[src/rtl/uart_pkg.sv]
// ----------------------------------------------------------------------------
// uart_pkg
// Shared definitions for the UART receive path.
//   UART_DATA_W               : payload width of one character (8)
//   UART_CLK_PER_BIT_DEFAULT  : default clocks per bit (125 MHz / 115200 baud)
//   rx_state_t                : receiver FSM state encoding
// Configuration macro: UART_RX_PARITY_EN adds the PARITY state (even parity).
// ----------------------------------------------------------------------------
package uart_pkg;

    localparam int UART_DATA_W              = 8;
    localparam int UART_CLK_PER_BIT_DEFAULT = 1085;

    typedef enum logic [2:0] {
        ST_IDLE   = 3'd0,
        ST_START  = 3'd1,
        ST_DATA   = 3'd2,
`ifdef UART_RX_PARITY_EN
        ST_PARITY = 3'd3,
`endif
        ST_STOP   = 3'd4
    } rx_state_t;

endpackage

[src/rtl/sync_ff.sv]
// ----------------------------------------------------------------------------
// sync_ff
// Multi-stage flip-flop synchronizer for a single asynchronous bit. All stages
// reset to 1 so an idle-high serial line never shows a false edge at reset.
// Ports:
//   clk    : clock
//   reset_ : asynchronous active-low reset
//   d      : asynchronous input
//   q      : synchronized output (STAGES clocks of latency)
// ----------------------------------------------------------------------------
module sync_ff #(
    parameter int STAGES = 2
) (
    input  logic clk,
    input  logic reset_,
    input  logic d,
    output logic q
);

    logic [STAGES-1:0] stage_reg;

    always_ff @(posedge clk or negedge reset_) begin
        if (!reset_) begin
            stage_reg <= '1;
        end else begin
            stage_reg <= {stage_reg[STAGES-2:0], d};
        end
    end

    assign q = stage_reg[STAGES-1];

endmodule

[src/rtl/uart_rx_core.sv]
// ----------------------------------------------------------------------------
// uart_rx_core
// UART receiver, 8N1 (8E1 when UART_RX_PARITY_EN is defined), with a
// one-entry valid/ready output holding register.
// Ports:
//   clk        : clock
//   reset_     : asynchronous active-low reset
//   rx         : asynchronous serial line, idle high
//   rx_data    : received byte, stable while rx_valid=1
//   rx_valid   : rx_data holds an unconsumed byte
//   rx_ready   : consumer accepts the byte when rx_valid=1
//   frame_err  : one-cycle pulse, stop bit sampled low
//   overrun    : one-cycle pulse, good byte dropped because output was full
//   parity_err : one-cycle pulse, even-parity mismatch (0 without parity)
// Configuration macro: UART_RX_PARITY_EN
// ----------------------------------------------------------------------------
module uart_rx_core
    import uart_pkg::*;
#(
    parameter int CLK_PER_BIT = UART_CLK_PER_BIT_DEFAULT,
    parameter int SYNC_STAGES = 2
) (
    input  logic                   clk,
    input  logic                   reset_,
    input  logic                   rx,
    output logic [UART_DATA_W-1:0] rx_data,
    output logic                   rx_valid,
    input  logic                   rx_ready,
    output logic                   frame_err,
    output logic                   overrun,
    output logic                   parity_err
);

    // Start bit is checked at its middle; every later sample is one full bit
    // after the previous one, so all samples land mid-bit.
    localparam logic [15:0] HALF_CNT = 16'(CLK_PER_BIT / 2 - 1);
    localparam logic [15:0] FULL_CNT = 16'(CLK_PER_BIT - 1);

    logic                   rxs;
    logic                   rxs_prev_reg;
    rx_state_t              state_reg, state_next;
    logic [15:0]            cnt_reg, cnt_next;
    logic [2:0]             idx_reg, idx_next;
    logic [UART_DATA_W-1:0] shift_reg, shift_next;
    logic                   frame_good;
    logic                   frame_bad;
    logic [UART_DATA_W-1:0] data_reg;
    logic                   valid_reg;
    logic                   frame_err_reg;
    logic                   overrun_reg;
`ifdef UART_RX_PARITY_EN
    logic                   parity_bit_reg, parity_bit_next;
    logic                   parity_bad;
    logic                   parity_err_reg;
`endif

    sync_ff #(.STAGES(SYNC_STAGES)) u_sync (
        .clk    (clk),
        .reset_ (reset_),
        .d      (rx),
        .q      (rxs)
    );

    always_ff @(posedge clk or negedge reset_) begin
        if (!reset_) begin
            rxs_prev_reg   <= 1'b1;
            state_reg      <= ST_IDLE;
            cnt_reg        <= '0;
            idx_reg        <= '0;
            shift_reg      <= '0;
`ifdef UART_RX_PARITY_EN
            parity_bit_reg <= 1'b0;
`endif
        end else begin
            rxs_prev_reg   <= rxs;
            state_reg      <= state_next;
            cnt_reg        <= cnt_next;
            idx_reg        <= idx_next;
            shift_reg      <= shift_next;
`ifdef UART_RX_PARITY_EN
            parity_bit_reg <= parity_bit_next;
`endif
        end
    end

    always_comb begin
        state_next      = state_reg;
        cnt_next        = cnt_reg + 16'd1;
        idx_next        = idx_reg;
        shift_next      = shift_reg;
        frame_good      = 1'b0;
        frame_bad       = 1'b0;
`ifdef UART_RX_PARITY_EN
        parity_bit_next = parity_bit_reg;
        parity_bad      = 1'b0;
`endif
        case (state_reg)
            ST_IDLE: begin
                cnt_next = '0;
                // Only a falling edge starts a frame, so a held-low line
                // (break) cannot retrigger reception.
                if (rxs_prev_reg && !rxs) begin
                    state_next = ST_START;
                end
            end
            ST_START: begin
                if (cnt_reg == HALF_CNT) begin
                    if (rxs) begin
                        state_next = ST_IDLE;
                    end else begin
                        state_next = ST_DATA;
                        cnt_next   = '0;
                        idx_next   = '0;
                    end
                end
            end
            ST_DATA: begin
                if (cnt_reg == FULL_CNT) begin
                    cnt_next   = '0;
                    shift_next = {rxs, shift_reg[UART_DATA_W-1:1]};
                    idx_next   = idx_reg + 3'd1;
                    if (idx_reg == 3'd7) begin
`ifdef UART_RX_PARITY_EN
                        state_next = ST_PARITY;
`else
                        state_next = ST_STOP;
`endif
                    end
                end
            end
`ifdef UART_RX_PARITY_EN
            ST_PARITY: begin
                if (cnt_reg == FULL_CNT) begin
                    cnt_next        = '0;
                    parity_bit_next = rxs;
                    state_next      = ST_STOP;
                end
            end
`endif
            ST_STOP: begin
                if (cnt_reg == FULL_CNT) begin
                    state_next = ST_IDLE;
                    if (!rxs) begin
                        frame_bad = 1'b1;
`ifdef UART_RX_PARITY_EN
                    // Even parity: data plus parity bit must hold an even
                    // number of ones.
                    end else if (^{shift_reg, parity_bit_reg}) begin
                        parity_bad = 1'b1;
`endif
                    end else begin
                        frame_good = 1'b1;
                    end
                end
            end
            default: begin
                state_next = ST_IDLE;
            end
        endcase
    end

    always_ff @(posedge clk or negedge reset_) begin
        if (!reset_) begin
            data_reg       <= '0;
            valid_reg      <= 1'b0;
            frame_err_reg  <= 1'b0;
            overrun_reg    <= 1'b0;
`ifdef UART_RX_PARITY_EN
            parity_err_reg <= 1'b0;
`endif
        end else begin
            frame_err_reg  <= frame_bad;
            overrun_reg    <= frame_good && valid_reg && !rx_ready;
`ifdef UART_RX_PARITY_EN
            parity_err_reg <= parity_bad;
`endif
            // A byte consumed in the same cycle a new one completes frees
            // the slot, so the new byte is taken without an overrun.
            if (frame_good && (!valid_reg || rx_ready)) begin
                data_reg  <= shift_reg;
                valid_reg <= 1'b1;
            end else if (valid_reg && rx_ready) begin
                valid_reg <= 1'b0;
            end
        end
    end

    assign rx_data   = data_reg;
    assign rx_valid  = valid_reg;
    assign frame_err = frame_err_reg;
    assign overrun   = overrun_reg;
`ifdef UART_RX_PARITY_EN
    assign parity_err = parity_err_reg;
`else
    assign parity_err = 1'b0;
`endif

endmodule

[config.mk]
export PLATFORM = sky130hd
export DESIGN_NAME = uart_rx_core
export DESIGN_NICKNAME = d
export VERILOG_FILES = /design/src/rtl/uart_pkg.sv /design/src/rtl/sync_ff.sv /design/src/rtl/uart_rx_core.sv
export SDC_FILE = /design/constraint.sdc
export NUM_CORES = 1
export LEC_CHECK = 0
export CAP_MARGIN = 10
export CORE_MARGIN = 2
export CORE_UTILIZATION = 58
export DETAILED_ROUTE_END_ITERATION = 10
export GPL_TIMING_DRIVEN = 0
export PLACE_DENSITY = 0.79
export SLEW_MARGIN = 40
export SYNTH_ARGS = -nofsm -noshare
export SYNTH_HDL_FRONTEND = slang
export SYNTH_SLANG_ARGS = --single-unit
export TNS_END_PERCENT = 30
[constraint.sdc]
create_clock -name clk -period 4.2 [get_ports clk]
set_input_delay 0.42 -clock clk [delete_from_list [all_inputs] [get_ports clk]]
set_output_delay 0.42 -clock clk [all_outputs]
set_load 0.02 [all_outputs]
### Yosys cells after proc, flatten, opt, wreduce, memory -nomap -nowiden

Cells that the tools add are included.

| storage, ports and cells | value |
|---|---|
| bits in registers | 44 |
| bits in latches | 0 |
| RAM bits | 0 |
| ROM bits | 0 |
| input port bits | 4 |
| output and inout bits | 12 |
| memories | 0 |

| operators by class | value |
|---|---|
| $add $sub $neg | 2 |
| multiply operators | 0 |
| divide/modulo/power cells | 0 |
| magnitude comparators | 0 |
| equality and inequality tests | 12 |
| shift operators | 0 |
| muxes and demuxes | 23 |
| bitwise logic cells | 0 |
| reductions and logical operators | 15 |

Operators with widths:

| cell | number |
|---|---|
| $mux 16 | 3 |
| $pmux 16 s3 | 1 |
| $mux 3 | 8 |
| $add 16x1->16 const B | 1 |
| $eq 16x10->1 const B | 1 |
| $eq 16x11->1 const B | 1 |
| $ne 2x2->1 const B | 6 |
| $pmux 3 s4 | 1 |
| $mux 1 | 8 |
| $eq 3x3->1 const B | 2 |
| $pmux 3 s2 | 1 |
| $logic_and 1x1->1 | 5 |
| $reduce_and 5->1 | 1 |
| $reduce_and 4->1 | 1 |
| $reduce_bool 2->1 | 2 |
| $add 3x1->3 const B | 1 |
| $eq 3x1->1 const B | 1 |
| $eq 3x2->1 const B | 1 |
| $logic_not 1->1 | 3 |
| $logic_not 3->1 | 1 |
| $mux 2 | 1 |
| $reduce_and 2->1 | 1 |
| $logic_or 1x1->1 | 1 |

### Logic depth before layout (Yosys ltp)

| logic depth | value |
|---|---|
| depth in word-level cells | 5 |
| gate-level depth with buffers | 8 |
| gate-level depth less buffers | 7 |

### By module

From an unflattened synthesis, not the netlist that was laid out.

| second synthesis, totals | value |
|---|---|
| cell total of the unflattened synthesis | 162 |
| area, all modules | 1980.6 um^2 |

By module, submodules not included:

| module | times used | cells an instance | area each (um^2) |
|---|---|---|---|
| uart_rx_core | 1 | 160 | 1928.1 |
| sync_ff | 1 | 2 | 52.6 |

### Worst setup path after synthesis

Ideal clock, no wire load.

| timing | value |
|---|---|
| kind | register to register |
| start | reg cnt_reg[0] |
| end | reg state_reg[1] |
| library setup time | 0.128 ns |
| arrival | 1.795 ns |
| required time | 4.072 ns |
| setup slack | 2.278 ns |
| stages on the path, launching flop included | 8 |
| clock period less this slack | 1.922 ns |
| path through | dfrtp_1 -> inv_1 -> ha_1 -> and4b_1 -> nand4_2 -> a22o_4 -> nor3b_1 -> mux2_1 |

| on the way | value |
|---|---|
| cells in the longest elaborated chain, start to end | 3 |

RTL lines:

| item | line | source |
|---|---|---|
| from (decl) | uart_rx_core.sv:42 | `logic [15:0] cnt_reg, cnt_next;` |
| from (signal assigned) | uart_rx_core.sv:77 | `cnt_reg <= cnt_next;` |
| $eq 16x11->1 / $eq 16x10->1 (equally long branches) | uart_rx_core.sv:118, uart_rx_core.sv:141, uart_rx_core.sv:107 |  |
| $ne 2x2->1 (no source line) | n/a |  |
| $reduce_and 5->1 (no source line) (*) | n/a |  |
| to (signal assigned) | uart_rx_core.sv:76 | `state_reg <= state_next;` |
| to (decl) | uart_rx_core.sv:41 | `rx_state_t state_reg, state_next;` |

Mark *: on every way between the ends. The rest lies on a longest branch, timed or not.
A chain may end at the register's enable or synchronous reset.

### Worst setup path after layout

| timing | value |
|---|---|
| start | reg cnt_reg[1] |
| end | reg cnt_reg[2] |

| on the way | value |
|---|---|
| cells in the longest elaborated chain, start to end | 4 |

RTL lines:

| item | line | source |
|---|---|---|
| $add 16x1->16 | uart_rx_core.sv:88 | `cnt_next = cnt_reg + 16'd1;` |
| $mux 16 | uart_rx_core.sv:108 | `if (rxs) begin` |
| $mux 16 | uart_rx_core.sv:107 | `if (cnt_reg == HALF_CNT) begin` |
| $pmux 16 s3 (*) | uart_rx_core.sv:97 | `case (state_reg)` |
| named net cnt_next[2] | uart_rx_core.sv:42 |  |

Mark *: on every way through the listed nets, which the timed path passes. The rest lies on a longest branch.

==> flow_summary.json <==
{
  "outcome": "finished, final reports clean",
  "place_congestion": 0.787,
  "grt_pass1_vias": 1315,
  "cts_root_buf": "clkbuf_4",
  "grt_max_degree": 45,
  "antenna_left": 0,
  "hold_path.class": "input pin to asynchronous set/reset pin",
  "power_density_mw_per_mm2": 396,
  "clock_path_buffers": 2,
  "cts_buffers": 5,
  "cp_num_buf_inv": 2,
  "final_cell_mix": "dfrtp_1 (41), nand2_1 (34), clkdlybuf4s50_1 (13)",
  "endpoint_kind": "flip-flop",
  "synthesis.nets": 189,
  "hold-worst-slack_ps": 20.5,
  "drtIter0Drc": 64,
  "critPathTopFamily": "simple AND/OR/NAND/NOR gates",
  "yosysWarnings": 0,
  "r2r_cells": 8,
  "crit_type": "flip-flop to flip-flop",
  "reg2reg_slack_ps": 2080,
  "setup_viol_count_final": 0,
  "place_area_mm2": 0.00222,
  "design.die.area_mm2": 0.00398,
  "core_mm2": 0.00334,
  "tightest_slew_ps": 716,
  "rr_endpoint": "cnt_reg[2]",
  "cts_resized": 0,
  "cp_max_fo": 10,
  "drtPass1Iterations": 4,
  "die_y_um": 63.1,
  "viasPerCell": 5.28,
  "yosysSeqAreaShare_pct": 54.5,
  "cp-start-kind": "flip-flop",
  "max_freq_mhz": 472,
  "cp_slowest_cell": "dfrtp_1",
  "max_cap_violations": 0,
  "insertion_delay_ps": 360,
  "dpl.hpwl_um": 2370,
  "nNetsFinal": 210,
  "crit_required_ps": 4450,
  "hold_viol": 0,
  "diodes": 0,
  "grt_pass1_wl_um": 5970,
  "cts_sinks": 44,
  "fin_setup_tns_ps": 0,
  "total_power_uw": 903,
  "cts_hold_buf": 0,
  "wl_per_cell_um": 12.9,
  "finalCritPeriodShare_pct": 50.5,
  "row_count": 21,
  "ioPinCount": 16,
  "num_vias": 1310,
  "cpPeakStageDelay_ps": 460,
  "final-max-slew-violation-count": 0,
  "max-slew-margin-rel_pct": 51.1,
  "stdcell_area_mm2": 0.00228,
  "multi_input_area_um2": 875,
  "clkSlewWorstSetupHoldPaths_ps": 140,
  "cts_tree": "yes",
  "largest_reg_flops": 16,
  "r2r_start": "cnt_reg[1]",
  "ys_ff_latch": 44,
  "gr-usage-all-layers_pct": 19.3,
  "fin_skew_ps": 19.7,
  "layout_min_cycle_time_ps": 2120,
  "synth.distinct_cells": 39,
  "post_cts_buffers": 0,
  "rsz0062_at_grt": "false",
  "worstPathCellList": "inv_1 -> ha_1 -> nor4bb_1 -> nand4_1 -> a22o_4 -> nor3_4 -> buf_8 -> nor2_2",
  "start_util_pct": 60.7,
  "wl_um": 3210,
  "avgSynthCellArea_um2": 11.3,
  "drc": 0,
  "netlist_area_mm2": 0.00203,
  "layout_commonest_cell": "dfrtp_1",
  "fp.dieW_um": 63.1,
  "synthCells": 180,
  "worstPathArrival_ps": 2370,
  "static-leakage-power_uw": 0.00105,
  "drive_above_1_share_pct": 20.8,
  "area_growth_pct": 12.7,
  "seqCellArea_mm2": 0.00110,
  "cts_max_level": 2,
  "peakVddDrop_mv": 0.333,
  "grt.overflow.total": 0,
  "antenna_found_initial": 0,
  "nFillCells": 262,
  "portBuffers": 14
}
[synth_stat cells]
cell	count	share of area (%)
and4b_1	1	0.49
o41ai_1	1	0.43
nand2b_1	1	0.31
dfrtp_1	41	51
buf_4	1	0.37
nor2_2	10	3.1
o21bai_1	1	0.37
nor3_4	1	0.80
xnor2_1	5	2.2
dfstp_2	3	3.9
a22o_4	1	0.86
a22o_1	2	0.86
inv_1	3	0.56
nor4_1	1	0.31
ha_1	5	3.1
conb_1	1	0.19
buf_2	1	0.25
and4_2	1	0.49
nand4_1	5	1.5
mux2_2	9	5.0
nand2_1	34	6.3
mux2_1	1	0.56
nor3b_1	5	1.9
o21ai_0	1	0.25
clkbuf_1	2	0.37
nor3_1	1	0.25
xor2_1	9	3.9
nor4_4	2	2.1
and2_1	1	0.31
a2111oi_0	1	0.43
and3_1	1	0.31
o21a_1	1	0.37
nor4bb_1	1	0.49
nor2_1	12	2.2
or2_2	2	0.62
nand3_1	8	2.0
buf_8	1	0.74
nor2b_1	2	0.62
nand4_2	1	0.62
[worst max path at each step]
stage / start / endpoint / slack [ps] / cells past startpoint
floorplan: cnt_reg[0] / state_reg[1] / 2280 / 7
global placement: reset_ / cnt_reg[11] / 1700 / 1
detailed placement: cnt_reg[1] / cnt_reg[8] / 2080 / 8
CTS: cnt_reg[1] / cnt_reg[2] / 2040 / 8
global route: cnt_reg[1] / cnt_reg[2] / 1840 / 8
finish: cnt_reg[1] / cnt_reg[2] / 2080 / 8
[per-stage QoR]
| stage | worst slack (ps) | std cells | util, % |
|---|---|---|---|
| floorplan | 2280 | 180 | - |
| global placement | 1700 | 240 | 66.6 |
| detailed placement | 2080 | 240 | 66.6 |
| CTS | 2040 | 248 | 68.4 |
| global route | 1840 | 248 | 68.4 |
| finish | 2080 | 248 | 68.4 |
[layer usage]
metal | share of wire (%) | global-route usage (%) | vias to the layer above
li1 | - | - | 653
met1 | 46 | 23.9 | 632
met2 | 49 | 32.6 | 20
met3 | 3.5 | 5.71 | 5
met4 | 1.3 | 5.83 | 0
met5 | 0 | 0 | -
[where the power goes]
part | internal [uW] | switching, uW | total, uW
Clock | 65.9 | 140 | 206
Combinational | 93.4 | 118 | 211
Sequential | 451 | 34.2 | 485
[cell families (layout without fill, tap and decap cells)]
kind of cell               Yosys count  count (layout)  synth area share, %
AOI/OAI and AO/OA                    8               8                 3.58
adders and majority gates            5               5                 3.09
other                                1               1                0.185
and+or+nand+nor                     90              90                 24.7
xor gates and xnor gates            14              14                 6.05
DFF                                 44              44                 54.5
buffers and inverters                8              30                 2.29
muxes                               10              10                 5.56
[final cells by class]
cell class	instances	share of cell area, %
clock buffers	5	1.64
clock inverters	3	1.04
well taps	46	2.52
flip-flops and latches	44	48.4
plain buffers	5	1.54
multi-input cells	128	38.3
repair buffers	14	6.03
inverters	3	0.493
(Power assumes the default switching activity.)
